File: src/rtl/arb_mux.sv
// N-channel arbitrating mux into a single registered output slot (fixed-select or round-robin).
// Optional macro ARB_MUX_CNT_EN adds a 16-bit output-transfer counter port xfer_count.
module arb_mux #(
  parameter int BUS_BITS = 64,
  parameter int NUM_IN   = 4,
  parameter int MODE     = 1,
  localparam int SEL_BITS = $clog2(NUM_IN)
) (
  input  logic                       clk,
  input  logic                       rst_n,
  input  logic [NUM_IN*BUS_BITS-1:0] in_data,
  input  logic [NUM_IN-1:0]          in_valid,
  output logic [NUM_IN-1:0]          in_ready,
  input  logic [SEL_BITS-1:0]        sel,
  output logic [BUS_BITS-1:0]        out_data,
  output logic                       out_valid,
  input  logic                       out_ready,
  output logic [SEL_BITS-1:0]        out_sel
`ifdef ARB_MUX_CNT_EN
  ,
  output logic [15:0]                xfer_count
`endif
);

  logic [BUS_BITS-1:0] out_data_q, out_data_d;
  logic                out_valid_q, out_valid_d;
  logic [SEL_BITS-1:0] out_sel_q, out_sel_d;
  logic [SEL_BITS-1:0] ptr_q, ptr_d;

  logic [NUM_IN-1:0]   grant;
  logic [SEL_BITS-1:0] grant_idx;
  logic [BUS_BITS-1:0] grant_data;
  logic [SEL_BITS:0]   cand;
  logic                found;
  logic                load_en;
  logic                in_xfer;
  logic                out_xfer;

  always_comb begin
    grant     = '0;
    grant_idx = '0;
    cand      = '0;
    found     = 1'b0;
    if (MODE == 0) begin
      // a select value with no matching channel simply grants nothing
      for (int i = 0; i < NUM_IN; i++) begin
        if (sel == SEL_BITS'(i)) begin
          grant[i]  = 1'b1;
          grant_idx = SEL_BITS'(i);
        end
      end
    end else begin
      for (int k = 0; k < NUM_IN; k++) begin
        cand = {1'b0, ptr_q} + (SEL_BITS+1)'(k);
        if (cand >= (SEL_BITS+1)'(NUM_IN)) begin
          cand = cand - (SEL_BITS+1)'(NUM_IN);
        end
        if (!found && in_valid[cand[SEL_BITS-1:0]]) begin
          found                      = 1'b1;
          grant[cand[SEL_BITS-1:0]]  = 1'b1;
          grant_idx                  = cand[SEL_BITS-1:0];
        end
      end
    end
  end

  always_comb begin
    grant_data = '0;
    for (int i = 0; i < NUM_IN; i++) begin
      if (grant[i]) begin
        grant_data = in_data[i*BUS_BITS +: BUS_BITS];
      end
    end
  end

  assign load_en  = !out_valid_q || out_ready;
  assign in_ready = load_en ? grant : '0;
  assign in_xfer  = |(in_valid & in_ready);
  assign out_xfer = out_valid_q && out_ready;

  always_comb begin
    out_data_d  = out_data_q;
    out_valid_d = out_valid_q;
    out_sel_d   = out_sel_q;
    ptr_d       = ptr_q;
    if (in_xfer) begin
      out_data_d  = grant_data;
      out_valid_d = 1'b1;
      out_sel_d   = grant_idx;
      ptr_d       = (grant_idx == SEL_BITS'(NUM_IN-1)) ? '0 : grant_idx + SEL_BITS'(1);
    end else if (out_xfer) begin
      out_valid_d = 1'b0;
    end
  end

  always_ff @(posedge clk or negedge rst_n) begin
    if (!rst_n) begin
      out_data_q  <= '0;
      out_valid_q <= 1'b0;
      out_sel_q   <= '0;
      ptr_q       <= '0;
    end else begin
      out_data_q  <= out_data_d;
      out_valid_q <= out_valid_d;
      out_sel_q   <= out_sel_d;
      ptr_q       <= ptr_d;
    end
  end

  assign out_data  = out_data_q;
  assign out_valid = out_valid_q;
  assign out_sel   = out_sel_q;

`ifdef ARB_MUX_CNT_EN
  logic [15:0] cnt_q, cnt_d;

  // wraps naturally at 16 bits
  assign cnt_d = out_xfer ? cnt_q + 16'd1 : cnt_q;

  always_ff @(posedge clk or negedge rst_n) begin
    if (!rst_n) begin
      cnt_q <= '0;
    end else begin
      cnt_q <= cnt_d;
    end
  end

  assign xfer_count = cnt_q;
`else
  // transfer counter not built
`endif

endmodule
File: config.mk
export PLATFORM = sky130hd
export DESIGN_NAME = arb_mux
export DESIGN_NICKNAME = d
export VERILOG_FILES = /design/src/rtl/arb_mux.sv
export SDC_FILE = /design/constraint.sdc
export NUM_CORES = 1
export LEC_CHECK = 0
export CAP_MARGIN = 20
export CORE_AREA = 2 2 132 134
export CTS_CLUSTER_DIAMETER = 80
export CTS_CLUSTER_SIZE = 14
export DETAILED_ROUTE_END_ITERATION = 10
export DIE_AREA = 0 0 134 136
export GPL_TIMING_DRIVEN = 0
export PLACE_DENSITY_LB_ADDON = 0.08
export SLEW_MARGIN = 10
export SYNTH_ARGS = -nofsm -noshare
export SYNTH_HDL_FRONTEND = slang
export SYNTH_SLANG_ARGS = --single-unit
export TNS_END_PERCENT = 10
File: constraint.sdc
create_clock -name clk -period 4.6 [get_ports clk]
set_clock_uncertainty 0.2 [all_clocks]
set_input_delay 0.92 -clock clk [delete_from_list [all_inputs] [get_ports clk]]
set_output_delay 0.92 -clock clk [all_outputs]
set_load 0.1 [all_outputs]
==> results of run 1 <==
[critical path, cell delays in order, from the launching register on]
cell      delay, ns
dfrtp_2        0.48
buf_4          0.22
inv_1          0.17
ha_4           0.38
mux4_2         0.37
nor4b_4        0.37
buf_4          0.17
and2_1         0.17
nor3_2         0.06
clkbuf_2       0.20
nor2_2         0.12
buf_6          0.23
[logic make-up (layout without fill, tap and decap cells)]
family                     Yosys count  count (layout)
and+or+nand+nor                    238             238
AOI/OAI and AO/OA                  211             211
buffers and inverters              135             482
DFF                                 69              69
muxes                                9               9
adders and majority gates            6               6
xor gates and xnor gates             2               2
other                                0               1
[sequential cells by signal, summed over array words and instances, names as in the netlist, named ones only]
register	flops
out_data	64
out_sel	2
out_valid	1
ptr_q	1
[what timing repair did]
item                                    in CTS  in global routing
pin swaps                                    1                  1
gates resized for setup                     31                 11
hold buffers                                 0                  0
hold endpoints to repair                     0                  0
setup buffers                                1                  2
endpoints found under the setup margin       4                  4
[metal layers]
layer | track usage (%) | vias up | part of all wire, %
met5 | 0 | - | 0
met4 | 8.87 | 0 | 2.3
met3 | 5.59 | 32 | 7.5
met2 | 46.2 | 265 | 50
met1 | 31.2 | 3052 | 41
li1 | - | 3100 | -
[through the flow]
stage	area (µm²)	worst slack [ns]	instances	util (%)	setup TNS, ns
global placement	8870	-1.20	1226	52.6	-21.65
floorplan	5280	-0.352	670	-	-0.464
global route	9240	0.00678	1242	54.8	0
detailed placement	8900	-1.19	1227	52.7	-3.86
finish	9250	0.188	1243	54.8	0
CTS	9200	-0.0630	1241	54.5	-0.0630
[how the worst min path moves through the flow]
| stage | endpoint | slack (ns) |
|---|---|---|
| floorplan | asynchronous set/reset pin | 0.42 |
| global placement | out_sel[1] | 0.28 |
| detailed placement | out_sel[1] | 0.28 |
| CTS | out_data[17] | 0.28 |
| global route | out_data[17] | 0.29 |
| finish | out_data[17] | 0.28 |
[cell type report]
type / instances / area [µm²] / share of cell area (%)
inverters: 67 / 251 / 2.72
flip-flops and latches: 69 / 1730 / 18.7
diodes: 1 / 2.50 / 0.0271
repair buffers: 335 / 3370 / 36.5
plain buffers: 65 / 372 / 4.02
well taps: 225 / 282 / 3.04
clock inverters: 5 / 52.6 / 0.568
multi-input cells: 466 / 2960 / 32.0
clock buffers: 10 / 229 / 2.48
[placed cells by master, fill, tap and decap left out, drive strengths merged, types with 3 or more instances in the layout]
cell and n:
inv 67, clkdlybuf4s50 324, clkinv 3, mux4 4
nor2 70, ha 6, nand2 81, o21ai 64
mux2i 3, dfrtp 69, o31ai 5, a31oi 64
o221ai 68, buf 50, nor3 4, and2 9
clkbuf 34, nor3b 65
==> impl_metrics.csv, run 1 <==
group,metric,value,unit
run_status,status,"complete, no violations",
timing,grt_setup_unrepaired,"false",
final_layout,drive_gt1_share,8.46,%
logic_synthesis,synth_xor_area_share,0.332,%
detailed_routing,first_pass_iters,5,
logic_synthesis,synth_area,5270,µm²
setup_path,r2r_setup_slack,0.62,ns
detailed_routing,vias,6449,
detailed_routing,totalWireLength,24.2,mm
floorplan,io_pins,336,
timing,tightest_slew,1.07,ns
floorplan,fp.dieH,136,µm
clock_network,clkLatencyLatePin,0.33,ns
logic_synthesis,ys_ff_latch,69,
detailed_routing,drtAntennaViolNets,0,
min_path,hold_path_class,"in2async",
setup_path,rr_worst_depth,12,
logic_synthesis,synthTopCellsByArea,"dfrtp_1 33%, o221ai_1 11%, nor3b_1 8.3%",
logic_synthesis,synth.largest_area_cell,"dfrtp_1",
floorplan,coreArea,16900,µm²
logic_synthesis,synth_seq_area_share,32.7,%
detailed_routing,drt_iter0_markers,308,
logic_synthesis,synthFlopType,"dfrtp_1",
logic_synthesis,synth_compound_area_share,27.3,%
logic_synthesis,synth_fa_ha_area_share,1.42,%
clock_network,clockBufferDepth,2,
setup_path,crit_end,"in_ready[1]",
setup_path,worstPathRequired,3.48,ns
floorplan,dieArea,18200,µm²
job,cap_violations,0,
logic_synthesis,yosysMostFrequentCell,"nand2_1",
setup_path,r2r_end,"out_data[36]",
logic_synthesis,synthMuxAreaShare,2.78,%
grt,grt_util_all_layers,26.0,%
timing,period_share,95.9,%
grt,grt_first_pass_wirelength,36.6,mm
final_layout,area_growth,75.4,%
setup_path,path_max_fanout,10,
logic_synthesis,async_flop_share,100,%
logic_synthesis,yosysWarnings,0,
setup_path,criticalPathCategory,"reg2out",
floorplan,dieWidth,134,µm
timing,setup-violations-final,0,
logic_synthesis,synthSimpleGateAreaFrac,23.5,%
place,portBuffers,331,
place,dp_hpwl,18.3,mm
grt,grt_max_degree,50,
floorplan,placementRows,48,
detailed_routing,vias_per_cell,5.19,
setup_path,end_kind,"primary output",
logic_synthesis,synth_top_area_share,32.7,%
logic_synthesis,syn_inst,670,
setup_path,critPathArrivalTime,3.29,ns
detailed_routing,drc,0,
clock_network,htree_levels,3,
grt,grt.overflow.total,0,
timing,min_period,4.41,ns
timing,slew_violations,0,
clock_network,clkTransAtPathRegs,0.06,ns
clock_network,cts_tree,"built",
place,gp_congestion,0.895,
logic_synthesis,syn_avg_cell_area,7.87,µm²
logic_synthesis,syn_nets,941,
logic_synthesis,synthTopCellsByCount,"81 x nand2_1, 70 x nor2_1, 69 x dfrtp_1, 68 x o221ai_1, 67 x inv_1",
timing,slew_headroom,28.5,%
setup_path,cp-start-kind,"register",
timing,clock.fmax,227,MHz
final_layout,n_fill_cell,1640,
grt,antenna_found_initial,0,
logic_synthesis,synth_cell_type_count,41,
clock_network,cts_root_buf,"clkbuf_16",
final_layout,finalNetCount,1284,
clock_network,cts_buffers,9,
floorplan,start_util,31.2,%
logic_synthesis,synth_top_family_by_area,"compound AO/OA/AOI/OAI gates",
timing,hold_violations,0,
grt,grt_pass1_vias,6470,
logic_synthesis,synth_edf_count,0,
timing,hold_ws,0.279,ns
clock_network,cts_sinks,69,
detailed_routing,wire_per_inst,19.4,µm
Power of run 1 is not shown: default switching activity piles up to over one toggle a cycle in this logic, so the estimate is an artifact.
==> inputs of run 2 (changes only) <==
- HOLD_SLACK_MARGIN: unset -> 0.06
==> results of run 2 <==
No change in the layout: final DEF, timing and power equal those of run 1.
Power of run 2 is left out for the same reason.
